[config.mk]
export PLATFORM = sky130hd
export DESIGN_NAME = hangy_guess_driver
export DESIGN_NICKNAME = d
export VERILOG_FILES = /design/src/rtl/hangy_pkg.sv /design/src/rtl/hangy_letter_tracker.sv /design/src/rtl/hangy_guess_driver.sv
export SDC_FILE = /design/constraint.sdc
export NUM_CORES = 1
export LEC_CHECK = 0
export CORE_MARGIN = 2
export CORE_UTILIZATION = 59
export CTS_CLUSTER_SIZE = 24
export DETAILED_ROUTE_END_ITERATION = 6
export GPL_TIMING_DRIVEN = 1
export PLACE_DENSITY = 0.84
export SYNTH_ARGS = -nofsm -noshare
export SYNTH_HDL_FRONTEND = slang
export SYNTH_SLANG_ARGS = --single-unit
[constraint.sdc]
create_clock -name clk -period 4.7 [get_ports clk]
set_input_delay 0.94 -clock clk [delete_from_list [all_inputs] [get_ports clk]]
set_output_delay 0.94 -clock clk [all_outputs]
set_load 0.02 [all_outputs]
[src/rtl/hangy_pkg.sv]
// Shared definitions for the hangman player-side guess driver.
//   - state_e   : driver state machine encoding
//   - LETTER_W / IN_W / OUT_W : letter code, chip_input and chip_output widths
//   - START_CODE: chip_input pattern that starts a new game in the core
//   - LOST_BIT / WON_BIT : flag positions within chip_output
package hangy_pkg;

  localparam int LETTER_W = 5;
  localparam int IN_W     = 6;
  localparam int OUT_W    = 7;

  localparam logic [IN_W-1:0] START_CODE = 6'b111111;

  localparam int LOST_BIT = 6;
  localparam int WON_BIT  = 5;

  typedef enum logic [3:0] {
    S_IDLE,
    S_START,
    S_SETTLE,
    S_READY,
    S_CHECK,
    S_SEND,
    S_WAIT,
    S_REPORT,
    S_OVER
  } state_e;

endpackage

[src/rtl/hangy_letter_tracker.sv]
// Used-letter bookkeeping for one game.
//   clk, reset : system clock, synchronous active-high reset
//   clear      : forget every letter (new game)
//   set        : mark 'letter' as used (ignored for out-of-range codes)
//   letter     : letter code being queried / marked
//   reject     : letter is out of range or already used this game
module hangy_letter_tracker
  import hangy_pkg::*;
#(
  parameter int NUM_LETTERS = 26
) (
  input  logic                clk,
  input  logic                reset,
  input  logic                clear,
  input  logic                set,
  input  logic [LETTER_W-1:0] letter,
  output logic                reject
);

  localparam int SPAN = 1 << LETTER_W;
  localparam logic [LETTER_W:0] NUM_L = NUM_LETTERS[LETTER_W:0];

  logic [NUM_LETTERS-1:0] used_q, used_d;
  logic [SPAN-1:0]        one_hot;
  logic [SPAN-1:0]        used_ext;
  logic                   in_range;

  // Working in the full code space lets out-of-range codes fall off the top
  // instead of needing a guarded index into the 26-bit map.
  assign one_hot  = SPAN'(1) << letter;
  assign used_ext = SPAN'(used_q);
  assign in_range = {1'b0, letter} < NUM_L;
  assign reject   = !in_range || used_ext[letter];

  // NOTE: every always_comb output gets a default first so no latch is inferred.
  always_comb begin
    used_d = used_q;
    if (clear) begin
      used_d = '0;
    end else if (set) begin
      used_d = used_q | one_hot[NUM_LETTERS-1:0];
    end
  end

  // NOTE: state flops use non-blocking assignments so all flops update together.
  always_ff @(posedge clk) begin
    if (reset) used_q <= '0;
    else       used_q <= used_d;
  end

endmodule

[src/rtl/hangy_guess_driver.sv]
// Player-side front end for the hangman core.
//   clk, reset     : system clock, synchronous active-high reset (shared with core)
//   new_game       : level request to start/restart a game
//   guess_valid/guess_letter/guess_ready : guess request handshake
//   chip_input     : to core, bit5 = strobe, bits4:0 = letter
//   chip_output    : from core, bit6 = lost, bit5 = won, bits4:0 = revealed mask
//   result_valid   : one-cycle pulse per accepted guess
//   result_hit/result_mask/result_err : outcome of that guess (held until next report)
//   game_won/game_lost : sticky until next start
//   miss_count     : misses this game, saturating at MAX_MISSES
module hangy_guess_driver
  import hangy_pkg::*;
#(
  parameter int SETTLE_CYCLES = 8,
  parameter int NUM_LETTERS   = 26,
  parameter int MAX_MISSES    = 7
) (
  input  logic                clk,
  input  logic                reset,
  input  logic                new_game,
  input  logic                guess_valid,
  input  logic [LETTER_W-1:0] guess_letter,
  output logic                guess_ready,
  output logic [IN_W-1:0]     chip_input,
  input  logic [OUT_W-1:0]    chip_output,
  output logic                result_valid,
  output logic                result_hit,
  output logic [LETTER_W-1:0] result_mask,
  output logic                result_err,
  output logic                game_won,
  output logic                game_lost,
  output logic [2:0]          miss_count
);

  localparam int CNT_W = $clog2(SETTLE_CYCLES) + 1;
  localparam logic [CNT_W-1:0] CNT_LAST = CNT_W'(SETTLE_CYCLES - 1);
  localparam logic [2:0]       MISS_MAX = 3'(MAX_MISSES);

  state_e              state_q, state_d;
  logic [LETTER_W-1:0] letter_q, letter_d;
  logic [LETTER_W-1:0] snap_q, snap_d;
  logic [CNT_W-1:0]    cnt_q, cnt_d;
  logic [IN_W-1:0]     chip_input_q, chip_input_d;
  logic                guess_ready_q, guess_ready_d;
  logic                result_valid_q, result_valid_d;
  logic                result_hit_q, result_hit_d;
  logic [LETTER_W-1:0] result_mask_q, result_mask_d;
  logic                result_err_q, result_err_d;
  logic                game_won_q, game_won_d;
  logic                game_lost_q, game_lost_d;
  logic [2:0]          miss_count_q, miss_count_d;

  logic                trk_clear, trk_set, trk_reject;
  logic [LETTER_W-1:0] new_bits;

  hangy_letter_tracker #(.NUM_LETTERS(NUM_LETTERS)) u_tracker (
    .clk    (clk),
    .reset  (reset),
    .clear  (trk_clear),
    .set    (trk_set),
    .letter (letter_q),
    .reject (trk_reject)
  );

  // Positions the core revealed since the guess was accepted.
  assign new_bits = chip_output[LETTER_W-1:0] & ~snap_q;

  // Outputs are all registered on entry to the state that owns them, so a
  // strobe or result is visible exactly during its START/SEND/REPORT cycle.
  always_comb begin
    state_d        = state_q;
    letter_d       = letter_q;
    snap_d         = snap_q;
    cnt_d          = cnt_q;
    chip_input_d   = '0;
    guess_ready_d  = 1'b0;
    result_valid_d = 1'b0;
    result_hit_d   = result_hit_q;
    result_mask_d  = result_mask_q;
    result_err_d   = result_err_q;
    game_won_d     = game_won_q;
    game_lost_d    = game_lost_q;
    miss_count_d   = miss_count_q;
    trk_clear      = 1'b0;
    trk_set        = 1'b0;

    unique case (state_q)
      S_IDLE, S_OVER: begin
        if (new_game) begin
          state_d      = S_START;
          chip_input_d = START_CODE;
        end
      end
      S_START: begin
        trk_clear    = 1'b1;
        game_won_d   = 1'b0;
        game_lost_d  = 1'b0;
        miss_count_d = '0;
        cnt_d        = '0;
        state_d      = S_SETTLE;
      end
      S_SETTLE, S_WAIT: begin
        if (cnt_q != CNT_LAST) begin
          cnt_d = cnt_q + 1'b1;
        end else if (state_q == S_SETTLE) begin
          state_d       = S_READY;
          guess_ready_d = 1'b1;
        end else begin
          state_d        = S_REPORT;
          result_valid_d = 1'b1;
          result_err_d   = 1'b0;
          result_mask_d  = new_bits;
          result_hit_d   = |new_bits;
          game_won_d     = chip_output[WON_BIT];
          game_lost_d    = chip_output[LOST_BIT];
          if (!(|new_bits) && miss_count_q != MISS_MAX) begin
            miss_count_d = miss_count_q + 3'd1;
          end
        end
      end
      S_READY: begin
        guess_ready_d = 1'b1;
        // A restart request wins over a guess offered in the same cycle.
        if (new_game) begin
          state_d       = S_START;
          chip_input_d  = START_CODE;
          guess_ready_d = 1'b0;
        end else if (guess_valid && guess_ready_q) begin
          letter_d      = guess_letter;
          snap_d        = chip_output[LETTER_W-1:0];
          state_d       = S_CHECK;
          guess_ready_d = 1'b0;
        end
      end
      S_CHECK: begin
        if (trk_reject) begin
          state_d        = S_REPORT;
          result_valid_d = 1'b1;
          result_err_d   = 1'b1;
          result_hit_d   = 1'b0;
          result_mask_d  = '0;
        end else begin
          trk_set      = 1'b1;
          chip_input_d = {1'b1, letter_q};
          state_d      = S_SEND;
        end
      end
      S_SEND: begin
        cnt_d   = '0;
        state_d = S_WAIT;
      end
      S_REPORT: begin
        if (game_won_q || game_lost_q) begin
          state_d = S_OVER;
        end else begin
          state_d       = S_READY;
          guess_ready_d = 1'b1;
        end
      end
      default: state_d = S_IDLE;
    endcase
  end

  always_ff @(posedge clk) begin
    if (reset) begin
      state_q        <= S_IDLE;
      letter_q       <= '0;
      snap_q         <= '0;
      cnt_q          <= '0;
      chip_input_q   <= '0;
      guess_ready_q  <= 1'b0;
      result_valid_q <= 1'b0;
      result_hit_q   <= 1'b0;
      result_mask_q  <= '0;
      result_err_q   <= 1'b0;
      game_won_q     <= 1'b0;
      game_lost_q    <= 1'b0;
      miss_count_q   <= '0;
    end else begin
      state_q        <= state_d;
      letter_q       <= letter_d;
      snap_q         <= snap_d;
      cnt_q          <= cnt_d;
      chip_input_q   <= chip_input_d;
      guess_ready_q  <= guess_ready_d;
      result_valid_q <= result_valid_d;
      result_hit_q   <= result_hit_d;
      result_mask_q  <= result_mask_d;
      result_err_q   <= result_err_d;
      game_won_q     <= game_won_d;
      game_lost_q    <= game_lost_d;
      miss_count_q   <= miss_count_d;
    end
  end

  assign guess_ready  = guess_ready_q;
  assign chip_input   = chip_input_q;
  assign result_valid = result_valid_q;
  assign result_hit   = result_hit_q;
  assign result_mask  = result_mask_q;
  assign result_err   = result_err_q;
  assign game_won     = game_won_q;
  assign game_lost    = game_lost_q;
  assign miss_count   = miss_count_q;

endmodule

==> results of run 1 <==
## final cells by class
class                           instances  area (um^2)
Clock buffer                           13          159
Clock inverter                          3         40.0
Fill cell                             359         1270
Inverter                                8         30.0
Multi-Input combinational cell        232         1490
Sequential cell                        64         1280
Tap cell                               67         83.8
Timing Repair Buffer                   38          373
## through the flow
step	cell area [um^2]	power (uW)	cells
after global placement	3250	823	409
after floorplan	2880	751	322
after detailed placement	3250	825	409
after global routing	3450	1350	425
final	3450	1290	425
after CTS	3450	1300	425
## cell usage in the layout, fill, tap and decap left out, drive strengths merged, types with 3 or more instances in the layout
| cell | Yosys | final |
|---|---|---|
| nand3 | 9 | 9 |
| clkbuf | 11 | 13 |
| o211ai | 3 | 3 |
| clkdlybuf4s50 | 0 | 35 |
| and3 | 5 | 5 |
| dfxtp | 64 | 64 |
| or3 | 6 | 6 |
| a21oi | 12 | 12 |
| nand2 | 48 | 48 |
| ha | 3 | 3 |
| a31oi | 3 | 3 |
| buf | 7 | 3 |
| o41ai | 5 | 5 |
| mux2i | 15 | 15 |
| nand2b | 5 | 5 |
| mux4 | 4 | 4 |
| o21ai | 24 | 24 |
| a32o | 12 | 12 |
| inv | 8 | 8 |
| a211oi | 3 | 3 |
| nor2 | 33 | 33 |
| nor2b | 6 | 6 |
| nor3 | 6 | 6 |
## synthesized netlist by cell type, types with 2 or more instances
cell       number  area [um^2]
nand3_1         8         40.0
or3_1           6         37.5
nor3_1          6         30.0
and3_1          4         25.0
nor3b_1         2         15.0
nand2_1        48          180
o21ai_1         7         35.0
o41ai_1         5         43.8
mux2i_1        15          150
inv_1           8         30.0
o21ai_0        16         80.1
a211oi_1        3         22.5
a31oi_1         3         18.8
nor2_1         32          120
clkbuf_1       11         41.3
buf_6           2         22.5
nor2b_1         6         37.5
nand2b_1        5         31.3
mux4_2          3         67.6
a2111oi_0       2         17.5
and3b_1         2         17.5
a21oi_1        12         60.1
dfxtp_1        64         1280
o31ai_1         2         15.0
nand4_1         2         12.5
ha_1            3         37.5
nand3b_1        2         15.0
o211ai_1        3         22.5
buf_2           4         20.0
a32o_1         12          120
## critical path: stages
cell             delay (ns)
clkdlybuf4s50_1        0.50
and3b_1                0.23
a32o_1                 0.26
a2111oi_0              0.83
a21oi_1                0.17
a21bo_2                0.24
## report_power, final
group	leakage, uW	internal, uW	switching, uW
Clock	0.000103	272	199
Combinational	0.000559	92.1	127
Sequential	0.000517	569	32.4
## kinds of logic (layout without fill, tap and decap cells)
kind of cell | after synthesis | after routing | share of synthesized area (%)
adder cells (fa/ha/maj) | 3 | 3 | 1.30
XOR/XNOR | 1 | 1 | 0.304
multiplexers | 21 | 21 | 9.37
AND/OR/NAND/NOR | 129 | 129 | 21.3
AO/OA/AOI/OAI | 78 | 78 | 19.2
flip-flops | 64 | 64 | 44.4
buffers and inverters | 26 | 62 | 4.08
## flip-flops by register name (all words and copies together) (netlist names), 3 cells and up
| register | flops |
|---|---|
| u_tracker.used_q | 26 |
| chip_input | 6 |
| letter_q | 5 |
| result_mask | 5 |
| snap_q | 5 |
| cnt_q | 4 |
| state_q | 4 |
| miss_count | 3 |
## worst max-delay path by stage
stage	from	to	slack, ns	cells past startpoint
2_1_floorplan	new_game	state_q[1]$_SDFFE_PP0P_	2.36	5
3_3_place_gp	new_game	state_q[1]$_SDFFE_PP0P_	1.75	6
3_5_place_dp	new_game	state_q[1]$_SDFFE_PP0P_	1.67	6
4_1_cts	new_game	state_q[1]$_SDFFE_PP0P_	1.89	6
5_1_grt	new_game	state_q[1]$_SDFFE_PP0P_	1.69	6
6_report	new_game	state_q[1]$_SDFFE_PP0P_	1.82	6
## layer usage
layer	vias to the layer above	share of wire, %	GRT usage (%)	routed length [um]
li1	1237	-	-	-
met1	1176	45	33.0	2830
met2	90	48	38.1	3000
met3	11	5.6	7.68	353
met4	0	1.1	9.90	70
met5	-	0	0	0
==> run metrics, run 1 <==
die outline height 73.9 um; port bufs 35; clk sink count 64; P_leak around 0.0012 uW; post_cts resized 0; dpl ws 1.67 ns; Mapped Cells around 320; Seq cells post-synth 64; via count of the routed design 2514; drt initial violations 186; Post-Syn Area per Cell 8.96 um^2; Antenna Nets Post-Route 0; Final setup violation count 0; ANT cells 0; Final Cycle Share 61.2%; crit path kind in -> reg; sequential area share after synthesis between 40 and 50%; status finished clean; Slew Viols, Final 0; hold depth 2; Clock transition at path regs 0.07 ns; HPWL Detailed 4.34 mm; shortest period the worst path allows around 2.9 ns; total congestion overflow 0; Max Cap Viol 0; EDFF count, synth 0; setup tns final 0 ns; H-tree depth reported by CTS 3; vias per cell a little under 6; Peak VDD IR 219 uV; RSZ-0062 raised after global routing no; CTS Hold Bufs 0; nets 372; yosys warns 0; DR pass1 iterations 6; post-synth cell types 54; first-pass GRT wire length 10.4 mm; Worst EP arrival 3.16 ns; All-Layer GR Usage 24.9%; Hold Crit Endpoint u_tracker.used_q[6]$_SDFFE_PP0P_; Starting Density 61.1%; CTS tree done; initial antenna violation count 0; clock buffer depth 2; Worst Setup End Kind flop; Syn Nets 341; vias in the first global route between 2k and 2.5k; final hold viol count 0; Setup Skew roughly 0.0048 ns; Worst Path Max Fanout 4; RR Startpoint letter_q[0]$_SDFFE_PP0P_; Slew HR 26.4%; DR DRC count 0; postcts setup bufs 0; Hold Path Origin u_tracker.used_q[6]$_SDFFE_PP0P_; largest net degree at the start of global routing 27; core area 0.00472 mm^2; commonest register cell after synthesis dfxtp_1; final WL ~6.3 mm; Area Overhead vs Synth 19.7%; Top Ports 36; Worst setup SP type input pin; Skew-Pair Late Insertion Delay 0.34 ns; Finished Core Util 73.1%; fmax 0.347 GHz; synthesized cell area 0.00288 mm^2; Worst R2R Setup Slack 2.07 ns; Die ar. 0.00546 mm^2; worst r2r dst u_tracker.used_q[10]$_SDFFE_PP0P_; TritonCTS Buffers 9; HP Class reg -> reg; Root Buffer clkbuf_8; final hold slack 0.443 ns; share of layout cells above drive strength 1 8.66%; final worst slack 1.82 ns; GPL Wtd Cong 0.919; FP Rows 25; Routed WL per cell 14.7 um; pwr dens about 370 mW/mm^2; worst r2r path cells 5; CP required approximately 5.0 ns; share of synthesized flip-flops with an asynchronous set or reset 0%; worst slew pin tran 1.08 ns; chip width 73.9 um
(Power assumes the default switching activity.)
==> inputs of run 2 (changes only) <==
--- a/config.mk
+++ b/config.mk
@@ -6,11 +6,11 @@
 export NUM_CORES = 1
 export LEC_CHECK = 0
 export CORE_MARGIN = 2
-export CORE_UTILIZATION = 59
+export CORE_UTILIZATION = 49
 export CTS_CLUSTER_SIZE = 24
 export DETAILED_ROUTE_END_ITERATION = 6
 export GPL_TIMING_DRIVEN = 1
-export PLACE_DENSITY = 0.84
+export PLACE_DENSITY = 0.75
 export SYNTH_ARGS = -nofsm -noshare
 export SYNTH_HDL_FRONTEND = slang
 export SYNTH_SLANG_ARGS = --single-unit
==> constraint.sdc (replaced) <==
create_clock -name clk -period 2.4 [get_ports clk]
set_input_delay 0.48 -clock clk [delete_from_list [all_inputs] [get_ports clk]]
set_output_delay 0.48 -clock clk [all_outputs]
set_load 0.02 [all_outputs]
==> run 2 against run 1 <==
  * Core utilization decreased by 9.1 points
  * Largest cell class unchanged
  * Setup slack got worse by 1.6 ns
  * Critical path type is now reg -> reg
  * Highest routed layer unchanged
  * Via count increased by 1.1%
==> run metrics, run 2 (synthesis gave the netlist of run 1 again) <==
Final Cycle Share 89.5%; H-tree depth reported by CTS 3 (unchanged); HPWL Detailed 4.69 mm (+7.9%); Slew Viols, Final 0 (unchanged); crit path kind reg -> reg; Clock transition at path regs 0.07 ns (about the same); total power 2630 uW (+100%); Root Buffer clkbuf_8; final WL 6.52 mm (+4.4%); CP top delay family compound AO/OA/AOI/OAI gates; Top Ports 36 (unchanged); Routed WL per cell 14.7 um (+0.13%); clock buffer depth 2 (unchanged); clk sink count 64 (unchanged); Largest register FFs 26 (unchanged); port bufs 35 (unchanged); DR DRC count 0 (unchanged); commonest cells after routing, fill and taps aside 62 x dfxtp_1, 48 x nand2_1, 35 x clkdlybuf4s50_1; GPL Wtd Cong 0.904 (-1.6%); DR pass1 iterations 4 (-2); final hold viol count 0 (unchanged); All-Layer GR Usage 22.1% (-2.8 points); TritonCTS Buffers 9 (unchanged); Final setup violation count 0 (unchanged); via count of the routed design 2541 (+1.1%); Area Overhead vs Synth 24.3%; Layout Cells excl Fill 443 (+4.2%); setup tns final 0 ns (unchanged); Die ar. 0.00652 mm^2 (+19%); Skew-Pair Late Insertion Delay 0.34 ns (about the same); FP Rows 27 (+8.0%); worst-path cell chain mux4_2 > nand2b_1 > a41oi_2 > nand3_2 > o41ai_1; Int Power 1920 uW (+110%); Critical Path Slowest Stage Cell mux4_2; Slew HR 59.4% (+33 points); share of layout cells above drive strength 1 12.1% (+3.5 points); pwr dens 733 mW/mm^2 (+96%); Worst setup SP type flop; switch share 27.0% (-0.77 points); Worst Path Max Fanout 11 (+7); die outline height 80.7 um (+9.2%); RSZ-0062 raised after global routing no; initial antenna violation count 0 (unchanged); status finished clean; placed insts 427 (+4.4%); Antenna Nets Post-Route 0 (unchanged); total congestion overflow 0 (unchanged); vias per cell 5.74 (-3.0%); Peak VDD IR 530 uV (+140%); fmax 0.466 GHz; vias in the first global route 2348 (+0.43%); Setup Skew 0.00909 ns (+0.00430 ns); core area 0.00561 mm^2 (+19%); Largest Register u_tracker.used_q; nets 385 (+3.5%); Reg power frac 44.8% (-1.7 points); P_leak 0.00125 uW (+6.4%); worst slew pin tran 0.607 ns (-0.470 ns); shortest period the worst path allows 2.15 ns; Gate power share 17.0% (about the same); ANT cells 0 (unchanged); largest net degree at the start of global routing 27 (unchanged); CTS Hold Bufs 0 (unchanged); clock network power share 38.2% (+1.7 points); Worst EP arrival 2.37 ns (-0.79 ns); Bufs and invs on worst path 0 (-1); Worst Setup End Kind flop; number of fill cells in the layout 480 (+34%); CP required 2.62 ns (-2.37 ns); first-pass GRT wire length 11.1 mm (+6.4%); Starting Density 51.4% (-9.6 points); P_sw 709 uW (+98%); crit-path max cell delay 0.51 ns (-0.32 ns); chip width 80.7 um (+9.2%); CTS tree done; drt initial violations 201 (+8.1%); HP Class reg -> reg; commonest non-fill, non-tap cell in the layout dfxtp_1; Max Cap Viol 0 (unchanged)
-- run 2: changes by cell type in the layout (fill, tap and decap cells not counted), sizes merged --
cell,previous run,this run
buf,3,16
bufinv,1,2
clkinv,2,1
-- run 2: power groups by stage --
stage	Clock [uW]	Sequential, uW	Combinational (uW)
global placement	0	1200	435
CTS	1020	1180	444
global route	1070	1190	497
floorplan	0	1200	273
detailed placement	0	1200	440
finish	1010	1180	447
-- run 2: worst min-delay path: stages (launching register included) --
cell     delay (ns)
dfxtp_1        0.31
nand2_1        0.05
o21ai_1        0.05
-- run 2: per-layer routing --
metal  vias up  share of wire (%)  GRT usage (%)
met5         -                  0              0
met4         0                2.5           12.0
met3        13                5.2           4.16
met2        86                 44           32.3
met1      1175                 48           30.8
li1       1267                  -              -
-- run 2: final cells by class --
type | count | area (um^2) | share of cell area, %
Timing Repair Buffer | 51 | 483 | 13.5
Clock buffer | 13 | 149 | 4.15
Inverter | 8 | 30.0 | 0.837
Sequential cell | 64 | 1280 | 35.8
Clock inverter | 3 | 65.1 | 1.81
Tap cell | 72 | 90.1 | 2.51
Multi-Input combinational cell | 232 | 1490 | 41.4
-- run 2: timing repair --
action,CTS,global route
setup endpoints to repair,0,1
setup buffers,0,0
gates resized for setup,0,2
-- run 2: final timing paths --
check / to / slack (ns) / cells after the start / start
min: u_tracker.used_q[0]$_SDFFE_PP0P_ / 0.44 / 2 / u_tracker.used_q[0]$_SDFFE_PP0P_
max reg2reg: u_tracker.used_q[7]$_SDFFE_PP0P_ / 0.25 / 5 / letter_q[0]$_SDFFE_PP0P_
min reg2reg: u_tracker.used_q[0]$_SDFFE_PP0P_ / 0.44 / 2 / u_tracker.used_q[0]$_SDFFE_PP0P_
max: u_tracker.used_q[7]$_SDFFE_PP0P_ / 0.25 / 5 / letter_q[0]$_SDFFE_PP0P_
-- run 2: stage by stage --
step	hold slack (ns)	cell area, um^2	setup slack (ns)	util (%)
floorplan	0.411	2880	0.331	-
global placement	0.425	3370	0.192	60.1
detailed placement	0.434	3370	0.152	60.1
CTS	0.448	3580	0.149	63.9
global route	0.468	3590	0.0582	63.9
finish	0.444	3590	0.253	63.9
